[src/rtl/fir_tap_sequencer.sv]
// FIR tap sequencer: streams delay-line/coefficient pairs into an FP MAC DSP.
// Define FIR_TAP_SEQ_FLUSH_EN to add the flush_i delay-line clear port.
module fir_tap_sequencer #(
  parameter int NTAPS   = 8,
  parameter int DSP_LAT = 4,
  parameter int AW      = $clog2(NTAPS)
) (
  input  logic          clk_i,
  input  logic          rst_i,
  input  logic          ce_i,
`ifdef FIR_TAP_SEQ_FLUSH_EN
  input  logic          flush_i,
`endif
  input  logic          coef_we_i,
  input  logic [AW-1:0] coef_addr_i,
  input  logic [31:0]   coef_data_i,
  input  logic          s_valid_i,
  output logic          s_ready_o,
  input  logic [31:0]   s_data_i,
  output logic [31:0]   x_o,
  output logic [31:0]   h_o,
  output logic          fpopmode_bit_o,
  input  logic [31:0]   y_i,
  output logic          m_valid_o,
  input  logic          m_ready_i,
  output logic [31:0]   m_data_o
);

  localparam int LW = (DSP_LAT > 1) ? $clog2(DSP_LAT) : 1;

  typedef enum logic [1:0] {
    IDLE,
    RUN,
    DRAIN,
    OUT
  } state_t;

  state_t        state_q;
  logic [AW-1:0] tap_q;
  logic [LW-1:0] lat_q;
  logic [31:0]   dline_q [NTAPS];
  logic [31:0]   coef_q  [NTAPS];
  logic [31:0]   x_q;
  logic [31:0]   h_q;
  logic          op_q;
  logic          m_valid_q;
  logic [31:0]   m_data_q;

  logic flush;
  logic idle;
  logic accept;

`ifdef FIR_TAP_SEQ_FLUSH_EN
  assign flush = flush_i;
`else
  assign flush = 1'b0;
`endif

  assign idle      = (state_q == IDLE);
  assign s_ready_o = idle && !flush;
  assign accept    = s_valid_i && s_ready_o && ce_i;

  always_ff @(posedge clk_i) begin
    if (rst_i) begin
      state_q   <= IDLE;
      tap_q     <= '0;
      lat_q     <= '0;
      x_q       <= '0;
      h_q       <= '0;
      op_q      <= 1'b0;
      m_valid_q <= 1'b0;
      m_data_q  <= '0;
      for (int i = 0; i < NTAPS; i++) begin
        dline_q[i] <= '0;
        coef_q[i]  <= '0;
      end
    end else if (ce_i) begin
      // coefficients only change between samples
      if (idle && coef_we_i) begin
        coef_q[coef_addr_i] <= coef_data_i;
      end
      unique case (state_q)
        IDLE: begin
          if (flush) begin
            for (int i = 0; i < NTAPS; i++) begin
              dline_q[i] <= '0;
            end
          end else if (accept) begin
            dline_q[0] <= s_data_i;
            for (int i = 1; i < NTAPS; i++) begin
              dline_q[i] <= dline_q[i-1];
            end
            tap_q   <= '0;
            state_q <= RUN;
          end
        end
        RUN: begin
          x_q  <= dline_q[tap_q];
          h_q  <= coef_q[tap_q];
          op_q <= (tap_q == '0);
          if (tap_q == AW'(NTAPS - 1)) begin
            lat_q   <= '0;
            state_q <= DRAIN;
          end else begin
            tap_q <= tap_q + 1'b1;
          end
        end
        DRAIN: begin
          // zero products keep the running sum while the DSP pipe empties
          x_q  <= '0;
          h_q  <= '0;
          op_q <= 1'b0;
          if (lat_q == LW'(DSP_LAT - 1)) begin
            m_data_q  <= y_i;
            m_valid_q <= 1'b1;
            state_q   <= OUT;
          end else begin
            lat_q <= lat_q + 1'b1;
          end
        end
        OUT: begin
          if (m_ready_i) begin
            m_valid_q <= 1'b0;
            state_q   <= IDLE;
          end
        end
        default: state_q <= IDLE;
      endcase
    end
  end

  assign x_o            = x_q;
  assign h_o            = h_q;
  assign fpopmode_bit_o = op_q;
  assign m_valid_o      = m_valid_q;
  assign m_data_o       = m_data_q;

endmodule

[config.mk]
export PLATFORM = sky130hd
export DESIGN_NAME = fir_tap_sequencer
export DESIGN_NICKNAME = d
export VERILOG_FILES = /design/src/rtl/fir_tap_sequencer.sv
export SDC_FILE = /design/constraint.sdc
export NUM_CORES = 1
export LEC_CHECK = 0
export ABC_AREA = 1
export CAP_MARGIN = 0
export CORE_MARGIN = 10
export CORE_UTILIZATION = 30
export CTS_BUF_LIST = sky130_fd_sc_hd__clkbuf_4 sky130_fd_sc_hd__clkbuf_8
export DETAILED_ROUTE_END_ITERATION = 10
export PLACE_DENSITY_LB_ADDON = 0.08
export SLEW_MARGIN = 25
export SYNTH_ARGS = -nofsm -noshare
export SYNTH_HDL_FRONTEND = slang
export SYNTH_SLANG_ARGS = --single-unit
[constraint.sdc]
create_clock -name clk_i -period 8.7 [get_ports clk_i]
set_input_delay 1.305 -clock clk_i [delete_from_list [all_inputs] [get_ports clk_i]]
set_output_delay 1.305 -clock clk_i [all_outputs]
set_load 0.005 [all_outputs]
==> results.ini <==
[route]
drc_errors = 0
vias_per_cell = 4.45
wirelength_mm = 82.1
vias = 20772
wl_per_cell_um = 17.6
drt-pass1-iter-count = 5
ant_nets = 0
drt_iter0_drc = 1376

[sta]
fin_crit_ns = 3.66
slew_viol_final = 0
hold_viol = 0
setup_violations = 0
rsz0062_at_grt = false
finClkSkew_ns = 0.0365
tightest_slew_ns = 1.05
finalCritPeriodShare_pct = 42.1
tns_ns = 0
relSlewSlack_pct = 30.2
fin_ws_ns = 5.04
clock.fmax_mhz = 273
holdWs_ns = 0.444

[yosys]
synth_area_per_cell_um2 = 8.97
ys_warn_count = 0
synth-edff-count = 512
synth_area_leaders = edfxtp_1 (54%), nand2_1 (8.9%), dfxtp_1 (7.6%)
async_flop_share_pct = 0
ys_types = 24
synth_nets = 3266
synth-seq-cells = 620
synth_area_um2 = 28300
ys_seq_area_share_pct = 62.0
synth_top_area_cell = edfxtp_1
ys.flop_type = edfxtp_1
synthCells = 3153
synth_top_area_share_pct = 54.4

[outcome]
status = completed

[die]
ios = 204
start_util_pct = 30.2
rows = 112
die_y_um = 327
core_area_um2 = 93500
die_x_um = 327
die_area_um2 = 107000

[global_route]
use_met1_pct = 18.9
grt_use_met2_pct = 26.0
antenna_found_initial = 5
busiest_layer = met2
grt_pass1_wl_mm = 126
gr-total-overflow = 0
globalRouteMet3Util_pct = 2.49
grtUsageTotal_pct = 15.0
grt_max_degree = 176
grt_pass1_vias = 21242

[finish]
area_growth_pct = 18.9
final_cells = 4673
utilization_pct = 36.0
layout-drive-gt1-share_pct = 7.55
nFillCells = 9650
layout_commonest_cell = nand2_1
fin_area_um2 = 33600
final_cell_mix = nand2_1 (668), inv_1 (559), nor2_1 (534), edfxtp_1 (512), nand3_1 (416)
final_nets = 3428

[placement]
dpl.hpwl_mm = 46.5
place.gp.congestion = 0.731
place_inst = 4453
pre_cts_ws_ns = 4.21
dpl_cell_area_um2 = 31200
port_buffers = 203

[critical_path]
path_class = in2reg
end_kind = flop
worstPathRequired_ns = 9.16
slowest_stage = buf_4
critPathArrivalTime_ns = 4.12
slowest_delay_ns = 0.80
crit_start = rst_i
cp_top_family = buffers and inverters
cp_common_cell = buf_4
cp_num_buf_inv = 4
critPathMaxFanout = 77
crit_chain = buf_4, inv_2, buf_4, nand3_4, buf_4, nor2_1
cp-start-kind = input port

[clock_network]
holdBufCountCts = 0
postCtsSetupBuffers = 0
cts.sinks = 620
clk_pin_slew_ns = 0.06
cts_resized = 0
numCtsBuffers = 113
cts_buffer_depth = 3
cts_tree = built
htreeDepth = 3
clk_latency_ns = 0.76
root_buffer = clkbuf_8

[power_and_ir_drop]
ir_drop_uv = 123
p_total_mw = 7.78
leakage_nw = 14.2
powerDensity_nw_per_um2 = 232

[min_path]
hp-class = reg2reg
worstHoldStart = m_data_o[18]$_SDFFE_PP0P_

[job]
cap_violations = 0

## worst min-delay path, delay by kind of cell (launching register included)
kind                   cells  cell delay [ns]
AO/OA/AOI/OAI              1             0.05
flip-flops                 1             0.31
buffers and inverters      1             0.04
## flip-flops by register name (all words and copies together) (netlist names), 2 cells and up, named ones only
signal / cells
state_q: 2
h_o: 32
m_data_o: 32
x_o: 32
lat_q: 2
dline_q: 256
tap_q: 3
coef_q: 256
## area by class of cell
cell class | count | area [um2] | area share [%]
clock inverter | 29 | 200 | 0.596
clock buffer | 186 | 2220 | 6.59
sequential | 620 | 17500 | 52.2
antenna | 4 | 10.0 | 0.0298
tap | 1254 | 1570 | 4.67
timing repair buffer | 231 | 2300 | 6.85
multi-input combinational | 1785 | 7630 | 22.7
inverter | 564 | 2130 | 6.35
## cells in the mapped netlist (all sizes together) (8+ instances only)
master / count
a21oi: 100
buf: 134
clkbuf: 50
dfxtp: 108
edfxtp: 512
ha: 8
inv: 563
nand2: 678
nand3: 419
nor2: 537
o21ai: 40
## where the power goes
part	total, mW	switching, mW	internal (mW)
logic	1.29	0.883	0.404
registers	3.55	0.114	3.44
clock network	2.95	1.28	1.66
total	7.78	2.28	5.50
## routing by layer
layer	routed length, um	vias up
met2	40100	385
met4	2010	0
met3	3040	128
met5	0	-
li1	-	10251
met1	37000	10008
## worst paths after layout
check | endpoint | slack (ns) | cells after the start
hold / removal | m_data_o[18]$_SDFFE_PP0P_ | 0.44 | 2
setup reg to reg | x_o[6]$_SDFFE_PP0P_ | 5.28 | 7
hold reg to reg | m_data_o[18]$_SDFFE_PP0P_ | 0.44 | 2
setup / recovery | dline_q[2][6]$_SDFFCE_PN0P_ | 5.04 | 6
## logic make-up after synthesis
group	synth area share (%)
simple gates	24.0
buf+inv	11.1
flops	62.0
compound gates	2.51
fa+ha+maj	0.354
(Power assumes the default switching activity.)
